### src/rtl/cpu_pkg.sv
// Shared CPU constants: address/data widths
// and the active-low hex-to-segment glyph table.
package cpu_pkg;

  localparam int ADDR_W = 5;
  localparam int DATA_W = 16;

  // {g,f,e,d,c,b,a}, active low, index = nibble
  localparam logic [6:0] HEX_SEG [16] = '{
    7'b1000000, 7'b1111001, 7'b0100100,
    7'b0110000, 7'b0011001, 7'b0010010,
    7'b0000010, 7'b1111000, 7'b0000000,
    7'b0010000, 7'b0001000, 7'b0000011,
    7'b1000110, 7'b0100001, 7'b0000110,
    7'b0001110
  };

  function automatic logic [6:0] hex_seg(
    input logic [3:0] nib
  );
    return HEX_SEG[nib];
  endfunction

endpackage

### src/rtl/debouncer.sv
// Button synchroniser + debouncer. The level can
// only rise once the button was seen released.
module debouncer #(
  parameter int DEBOUNCE_CYCLES = 1000000
) (
  input  logic clk,
  input  logic rst_n,
  input  logic btn,
  output logic level
);

  localparam int CW = $clog2(DEBOUNCE_CYCLES + 1);
  localparam logic [CW-1:0] LAST =
    CW'(DEBOUNCE_CYCLES - 1);

  logic s1;
  logic s2;
  logic armed;
  logic [CW-1:0] cnt;

  // Sync flops reset to "pressed" so a button held
  // through reset never arms the debouncer.
  always_ff @(posedge clk or negedge rst_n) begin
    if (!rst_n) begin
      s1 <= 1'b1;
      s2 <= 1'b1;
    end else begin
      s1 <= btn;
      s2 <= s1;
    end
  end

  // Arm after a stable release, then debounce.
  always_ff @(posedge clk or negedge rst_n) begin
    if (!rst_n) begin
      armed <= 1'b0;
      level <= 1'b0;
      cnt   <= '0;
    end else if (!armed) begin
      if (s2) begin
        cnt <= '0;
      end else if (cnt == LAST) begin
        armed <= 1'b1;
        cnt   <= '0;
      end else begin
        cnt <= cnt + 1'b1;
      end
    end else if (s2 == level) begin
      cnt <= '0;
    end else if (cnt == LAST) begin
      level <= s2;
      cnt   <= '0;
    end else begin
      cnt <= cnt + 1'b1;
    end
  end

endmodule

### src/rtl/dmem_viewer.sv
// Data-memory viewer: buttons step the address,
// 4-digit hex display. Option: DMEM_VIEWER_AUTOSCAN_EN.
module dmem_viewer
  import cpu_pkg::*;
#(
  parameter int DEBOUNCE_CYCLES = 1000000,
  parameter int SCAN_CYCLES     = 100000,
  parameter int AUTO_CYCLES     = 100000000
) (
  input  logic              clk,
  input  logic              rst_n,
  input  logic              btn_next,
  input  logic              btn_prev,
  output logic [ADDR_W-1:0] useraddr,
  input  logic [DATA_W-1:0] userdout,
  output logic [6:0]        seg,
  output logic [3:0]        an,
  output logic [ADDR_W-1:0] led
);

  if (DEBOUNCE_CYCLES < 1 || SCAN_CYCLES < 1 ||
      AUTO_CYCLES < 1) begin : g_bad_param
    $error("dmem_viewer: cycle counts must be >= 1");
  end

  localparam int SW = $clog2(SCAN_CYCLES + 1);
  localparam logic [SW-1:0] SLAST =
    SW'(SCAN_CYCLES - 1);

  logic lvl_next;
  logic lvl_prev;
  logic lvl_next_q;
  logic lvl_prev_q;
  logic step_next;
  logic step_prev;
  logic [DATA_W-1:0] view_data;
  logic [SW-1:0] scan_cnt;
  logic [1:0] idx;

  debouncer #(
    .DEBOUNCE_CYCLES(DEBOUNCE_CYCLES)
  ) u_db_next (
    .clk  (clk),
    .rst_n(rst_n),
    .btn  (btn_next),
    .level(lvl_next)
  );

  debouncer #(
    .DEBOUNCE_CYCLES(DEBOUNCE_CYCLES)
  ) u_db_prev (
    .clk  (clk),
    .rst_n(rst_n),
    .btn  (btn_prev),
    .level(lvl_prev)
  );

  assign step_next = lvl_next & ~lvl_next_q;
  assign step_prev = lvl_prev & ~lvl_prev_q;
  assign led       = useraddr;

  // Delayed levels for rising-edge detection.
  always_ff @(posedge clk or negedge rst_n) begin
    if (!rst_n) begin
      lvl_next_q <= 1'b0;
      lvl_prev_q <= 1'b0;
    end else begin
      lvl_next_q <= lvl_next;
      lvl_prev_q <= lvl_prev;
    end
  end

`ifdef DMEM_VIEWER_AUTOSCAN_EN
  localparam int AW = $clog2(AUTO_CYCLES + 1);
  localparam logic [AW-1:0] ALAST =
    AW'(AUTO_CYCLES - 1);

  logic [AW-1:0] auto_cnt;

  // Buttons step the address; idle timer auto-advances.
  always_ff @(posedge clk or negedge rst_n) begin
    if (!rst_n) begin
      useraddr <= '0;
      auto_cnt <= '0;
    end else if (step_next | step_prev) begin
      auto_cnt <= '0;
      unique case (1'b1)
        step_next & ~step_prev:
          useraddr <= useraddr + 1'b1;
        step_prev & ~step_next:
          useraddr <= useraddr - 1'b1;
        default: ;
      endcase
    end else if (auto_cnt == ALAST) begin
      auto_cnt <= '0;
      useraddr <= useraddr + 1'b1;
    end else begin
      auto_cnt <= auto_cnt + 1'b1;
    end
  end
`else
  // Buttons step the address; simultaneous = hold.
  always_ff @(posedge clk or negedge rst_n) begin
    if (!rst_n) begin
      useraddr <= '0;
    end else begin
      unique case (1'b1)
        step_next & ~step_prev:
          useraddr <= useraddr + 1'b1;
        step_prev & ~step_next:
          useraddr <= useraddr - 1'b1;
        default: ;
      endcase
    end
  end
`endif

  // One-cycle registered copy of the read data.
  always_ff @(posedge clk or negedge rst_n) begin
    if (!rst_n) begin
      view_data <= '0;
    end else begin
      view_data <= userdout;
    end
  end

  // Digit scan timer and index.
  always_ff @(posedge clk or negedge rst_n) begin
    if (!rst_n) begin
      scan_cnt <= '0;
      idx      <= '0;
    end else if (scan_cnt == SLAST) begin
      scan_cnt <= '0;
      idx      <= idx + 1'b1;
    end else begin
      scan_cnt <= scan_cnt + 1'b1;
    end
  end

  // Registered digit enable and glyph, same index.
  always_ff @(posedge clk or negedge rst_n) begin
    if (!rst_n) begin
      an  <= 4'b1111;
      seg <= 7'b1111111;
    end else begin
      an  <= ~(4'b0001 << idx);
      seg <= hex_seg(view_data[{idx, 2'b00} +: 4]);
    end
  end

endmodule

### config.mk
export PLATFORM = sky130hd
export DESIGN_NAME = dmem_viewer
export DESIGN_NICKNAME = d
export VERILOG_FILES = /design/src/rtl/cpu_pkg.sv /design/src/rtl/debouncer.sv /design/src/rtl/dmem_viewer.sv
export SDC_FILE = /design/constraint.sdc
export NUM_CORES = 1
export LEC_CHECK = 0
export BUFFER_PORTS_ARGS = -buffer_cell sky130_fd_sc_hd__buf_2
export CAP_MARGIN = 20
export CORE_ASPECT_RATIO = 0.75
export CORE_MARGIN = 2
export CORE_UTILIZATION = 45
export CTS_BUF_LIST = sky130_fd_sc_hd__clkbuf_8
export DETAILED_ROUTE_END_ITERATION = 12
export GPL_TIMING_DRIVEN = 0
export HOLD_SLACK_MARGIN = 0.02
export PLACE_DENSITY = 0.74
export SYNTH_ARGS = -nofsm -noshare
export SYNTH_HDL_FRONTEND = slang
export SYNTH_SLANG_ARGS = --single-unit
### constraint.sdc
create_clock -name clk -period 2.5 [get_ports clk]
set_clock_uncertainty 0.05 [all_clocks]
set_input_delay 0.625 -clock clk [delete_from_list [all_inputs] [get_ports clk]]
set_output_delay 0.625 -clock clk [all_outputs]
set_load 0.02 [all_outputs]
======== Word level (Yosys, flattened, before mapping) ========
Memories as Yosys holds them, arrays and structs flattened. A register that Yosys moved wholly into a read port is not among the register bits.
Cells that the tools add are included.
storage, ports and cells
  register bits ........................... 94
  ROM bits ................................ 112
  bits of input ports ..................... 20
  output and inout port bits .............. 21
  logic and storage cells ................. 63
  memories ................................ 1
memories
  name              words  width  rd ports  clocked after Yosys merged registers in  write ports  RTL line       RTL
  (name not given)  16     7      1         1                                        0            cpu_pkg.sv:21  return HEX_SEG[nib];
operators by class
  add/subtract/negate cells ............... 6
  eq/ne operators ......................... 5
  shift operators ......................... 2
  mux-type cells .......................... 16
  bitwise operators ....................... 12
  reduce and logical (&&, ||, !) cells .... 4
operators by type and width
  operator                                           number
  2-to-1 mux 20 bit                                  8
  adder 20 x 1 -> 20 bit (second input constant)     2
  equality test 20 bit (second input constant)       2
  adder 17 x 1 -> 17 bit (second input constant)     1
  equality test 17 bit (second input constant)       1
  2-to-1 mux 17 bit                                  1
  indexed part select 16 x 5 -> 4 bit                1
  one-hot mux 5 bit (2 select lines)                 1
  2-to-1 mux 1 bit                                   6
  NOT 1 bit                                          6
  AND reduction 3 bit                                2
  adder 5 x 1 -> 5 bit (second input constant)       1
  NOT 4 -> 5 bit                                     1
  subtractor 5 x 1 -> 5 bit (second input constant)  1
  AND 1 bit                                          4
  NOT 4 bit                                          1
  << shifter 1 x 2 -> 4 bit (first input constant)   1
  adder 2 x 1 -> 2 bit (second input constant)       1
  equality test 1 bit                                2
  nonzero test 2 bit                                 1
  zero test 1 bit                                    1

======== Longest topological paths before layout ========
  depth after elaboration ................. 5
  gate-level depth with buffers ........... 9
  gate-level depth less buffers ........... 9

======== By module ========
A second synthesis with hierarchy kept.
second synthesis, totals
  cell total of the unflattened synthesis .. 432
  area, all modules ....................... 4784.6 sq um
modules (own cells, without submodules)
  module                  times used  cells an instance  area an instance (sq um)  sequential area each (sq um)
  dmem_viewer             1           200                2429.8                    1340.0
  debouncer at u_db_next  1           117                1191.1                    603.1
  debouncer at u_db_prev  1           115                1163.6                    603.1

======== Least setup slack after synthesis ========
No wires, ideal clock.
  path kind ............................... register to register
  start point ............................. register u_db_prev.level
  end point ............................... register useraddr[4], in the netlist led[4]
  library setup time ...................... 0.130 ns
  data arrival time ....................... 2.001 ns
  data required time ...................... 2.320 ns
  setup slack ............................. 0.319 ns
  stages on the path, launching flop included .. 9
  buffers on the path ..................... 0
  period minus slack after synthesis ...... 2.181 ns
  cell sequence ........................... dfrtp_1 -> nor2b_1 -> ha_1 -> ha_1 -> nor2b_1 -> o21ai_0 -> a21oi_1 -> or3b_2 -> xnor2_1
on the way
  word-level cells in the longest chain between the ends .. 4
  elaborated cells between the ends (all ways) .. 6
  classes of those cells .................. 1 x mux; 4 x bitwise; 1 x reduce/logical
RTL lines
  element                                                                          RTL line            RTL
  from (decl)                                                                      debouncer.sv:9      output logic level
  from (signal assigned)                                                           debouncer.sv:37     level <= 1'b0;
  from (signal assigned)                                                           debouncer.sv:51     level <= s2;
  AND 1 bit *                                                                      dmem_viewer.sv:59   assign step_prev = lvl_prev & ~lvl_prev_q;
  NOT 1 bit                                                                        dmem_viewer.sv:108  step_next & ~step_prev:
  AND 1 bit                                                                        dmem_viewer.sv:108
  one-hot mux 5 bit (2 select lines) / nonzero test 2 bit (equally long branches)  -
  to (signal assigned)                                                             dmem_viewer.sv:109  useraddr <= useraddr + 1'b1;
  to (signal assigned)                                                             dmem_viewer.sv:111  useraddr <= useraddr - 1'b1;
  to (decl)                                                                        dmem_viewer.sv:14   output logic [ADDR_W-1:0] useraddr,
Mark *: on every way between the ends. The rest lies on a longest branch, timed or not.
A chain may end at the register's enable or synchronous reset.

======== Worst setup path in the final report ========
Same ends and word-level chain as after synthesis.

==> results.py <==
metrics = {
    "timing": {
        "grt_setup_unrepaired": "false",
        "hold_ws_ns": 0.135,
        "finalHoldViolCount": 0,
        "drv_slew": 0,
        "tightest_slew_ns": 0.623,
        "relSlewSlack": 0.581,
        "fin_crit_sh": 0.936,
        "finalSetupViolCount": 0,
        "period_minus_slack_ns": 2.34,
        "fmax_mhz": 428,
    },
    "synth": {
        "synth_edf_count": 0,
        "synth-async-reset-ratio": 1.00,
        "ys_seq_elements": 101,
        "syn_inst": 409,
        "synth_flop_cell": "dfrtp_1",
        "yosys.area_share.simple": 0.194,
        "syn-cell-area_sq_um": 4590,
        "synth_compound_area_frac": 0.0275,
        "synth_top_family_by_area": "simple AND/OR/NAND/NOR gates",
        "yosys_warnings": 0,
        "muxShareOfSynthArea": 0.0316,
        "syn-mean-instance-area_sq_um": 11.2,
        "ys_seq_area_frac": 0.555,
        "ys_types": 45,
        "yosys.area_share.adder": 0.0507,
        "syn-num-nets": 447,
        "synthXorXnorAreaFrac": 0.107,
    },
    "cts": {
        "hold_buffers": 0,
        "cts_tree": "built",
        "cts-htree-levels": 3,
        "clockBufferDepth": 2,
        "clk-insertion-delay-late_ns": 0.37,
        "cts_root_buf": "clkbuf_8",
        "numCtsBuffers": 9,
        "path_clk_slew_ns": 0.09,
        "clock_sinks": 101,
    },
    "routing": {
        "drt-total-wl_mm": 7.65,
        "dr_total_vias": 2979,
        "viasPerCell": 4.98,
        "drc": 0,
        "drt_iter0_markers": 211,
        "wl_per_cell_um": 12.8,
        "postRouteAntennaNets": 0,
        "drt_pass1_iterations": 5,
    },
    "power_and_ir_drop": {
        "pwr-share-clk": 0.362,
        "p_comb_frac": 0.050,
        "vdd.ir_drop.worst_uv": 251,
        "cellLeakagePower_uw": 0.00236,
        "intPower_uw": 2240,
        "sequentialPowerShare": 0.588,
        "p_sw_frac": 0.221,
        "power.density_nw_per_um2": 554,
        "p_switching_uw": 634,
    },
    "floorplanning": {
        "pin_count": 41,
        "die_area_sq_um": 11000,
        "fp.dieH_um": 91.4,
        "rows": 31,
        "core-area_sq_um": 9770,
        "start_util": 0.469,
        "die_w_um": 121,
    },
    "global_route": {
        "grt_pass1_vias": 2906,
        "grtUsageTotal": 0.152,
        "grt_max_degree": 72,
        "use_met2": 0.232,
        "grtUsageMet1": 0.201,
        "grt_first_pass_wirelength_mm": 13.3,
        "top_usage_layer": "met2",
        "met3_usage": 0.0402,
        "antenna_found_initial": 0,
        "overflow": 0,
    },
    "finish": {
        "most-common-layout-cells": "86 x dfrtp_1, 59 x nor2_1, 44 x buf_2",
        "design_area_sq_um": 5190,
        "nNetsFinal": 499,
        "layout-drive-gt1-share": 0.212,
        "final_common_cell": "dfrtp_1",
        "final.fill_count": 849,
        "area_growth_pct": 13.1,
        "diodes": 0,
    },
    "setup_path": {
        "end_kind": "flop",
        "max_stage_delay_ns": 0.46,
        "crit_fanout": 4,
        "start_kind": "flop",
        "crit_required_ns": 2.70,
        "worst-setup-path-type": "flop to flop",
        "cp_cell_sequence": "nor2b_1, ha_2, inv_1, fa_1, nor2b_1, o21ai_0, nand3_1, or3b_2, xnor2_1",
        "cp_data_arrival_time_ns": 2.54,
        "worst_path_most_repeated_cell": "nor2b_1",
        "critPathSlowestCell": "or3b_2",
    },
    "placed_design": {
        "gp_congestion": 0.825,
        "io_buffer_count": 40,
        "place_hpwl_mm": 5.45,
        "dpl-instance-area_sq_um": 4980,
    },
    "worst_hold_path": {
        "min_path_type": "input port to async pin",
    },
    "job": {
        "maxCapViolations": 0,
    },
    "run_status": {
        "status": "finished clean",
    },
}
==> area by class of cell <==
cell class | instances | area [sq um] | share of cell area
buffer | 13 | 93.8 | 0.0181
clock buffer | 11 | 151 | 0.0292
clock inverter | 5 | 52.6 | 0.0101
inverter | 17 | 63.8 | 0.0123
multi-input combinational | 278 | 1890 | 0.364
sequential | 101 | 2550 | 0.491
tap | 132 | 165 | 0.0318
timing repair buffer | 41 | 230 | 0.0444
==> power by group through the flow <==
| stage | clock, uW | combinational (uW) | sequential [uW] |
|---|---|---|---|
| global placement | 0 | 139 | 1720 |
| CTS | 1080 | 149 | 1690 |
| floorplan | 0 | 60.5 | 1730 |
| finish | 1040 | 144 | 1690 |
| global route | 1150 | 164 | 1690 |
| detailed placement | 0 | 148 | 1720 |
==> flip-flops by register name, indices dropped and copies added, names as in the netlist <==
signal and count:
u_db_prev.s1 1, u_db_next.level 1, view_data 16, an 4
u_db_next.cnt 20, idx 2, scan_cnt 17, u_db_prev.cnt 20
led 5, u_db_prev.s2 1, u_db_prev.level 1, lvl_next_q 1
u_db_next.armed 1, lvl_prev_q 1, u_db_prev.armed 1, u_db_next.s2 1
u_db_next.s1 1, seg 7
==> cell usage after synthesis, drive strengths merged (2+ instances only) <==
cell type	n	share of area
xor2	29	0.055
a21oi	4	0.0044
nand4b	2	0.0038
nor4b	2	0.0038
and3	10	0.014
mux2	4	0.0098
nor4	4	0.0055
ha	17	0.046
nand2b	4	0.0055
nor3	5	0.0055
nand4	13	0.018
o21ai	11	0.012
and2	2	0.0027
mux4	4	0.020
inv	17	0.014
dfstp	15	0.086
or3	2	0.0038
nand3	19	0.021
xnor2	27	0.052
buf	12	0.020
nand2	33	0.031
nor2b	6	0.0082
and4	8	0.016
nor2	61	0.052
dfrtp	86	0.47
o21a	2	0.0033
==> metrics by stage <==
stage,power (uW),instances,setup TNS [ns],utilization,setup WS [ns]
detailed placement,1870,582,0,0.510,0.138
floorplan,1790,409,0,-,0.319
global route,3010,598,0,0.531,0.0182
CTS,2910,598,0,0.531,0.116
global placement,1860,581,-19.04,0.507,-0.228
finish,2870,598,0,0.531,0.161
==> cells by family after synthesis <==
group / Yosys count
buf+inv: 30
mux: 9
compound gates: 22
xor+xnor: 56
simple gates: 173
fa+ha+maj: 18
flops: 101
==> critical path: cells and delay by family (launching register included) <==
family                   cells  cell delay [ns]
AND/OR/NAND/NOR              4             0.82
AO/OA/AOI/OAI                1             0.10
buffers and inverters        1             0.08
flip-flops                   1             0.40
XOR/XNOR                     1             0.14
adder cells (fa/ha/maj)      2             0.63
==> worst paths after layout <==
path / from / to / slack [ns] / depth (start not counted)
max: u_db_prev.level$_DFFE_PN0P_ / led[4]$_DFFE_PN0P_ / 0.16 / 9
min: rst_n / u_db_prev.cnt[19]$_DFF_PN0_ / 0.13 / 1
max reg2reg: u_db_prev.level$_DFFE_PN0P_ / led[4]$_DFFE_PN0P_ / 0.16 / 9
min reg2reg: u_db_prev.s1$_DFF_PN1_ / u_db_prev.s2$_DFF_PN1_ / 0.31 / 0
max in group asynchronous: rst_n / seg[0]$_DFF_PN1_ / 1.56 / 2
min in group clk: userdout[3] / view_data[3]$_DFF_PN0_ / 0.30 / 1
==> layer usage <==
layer,vias to the layer above,part of all wire
met4,0,0.020
met3,14,0.040
li1,1471,-
met2,59,0.46
met5,-,0
met1,1435,0.48
==> what timing repair did <==
| item | 4_1_cts | 5_1_grt |
|---|---|---|
| resized for setup | 0 | 1 |
| setup buffers | 0 | 0 |
| setup endpoints to repair | 0 | 1 |
| endpoints found under the hold margin | 0 | 0 |
Power figures use the tool's default switching activity.
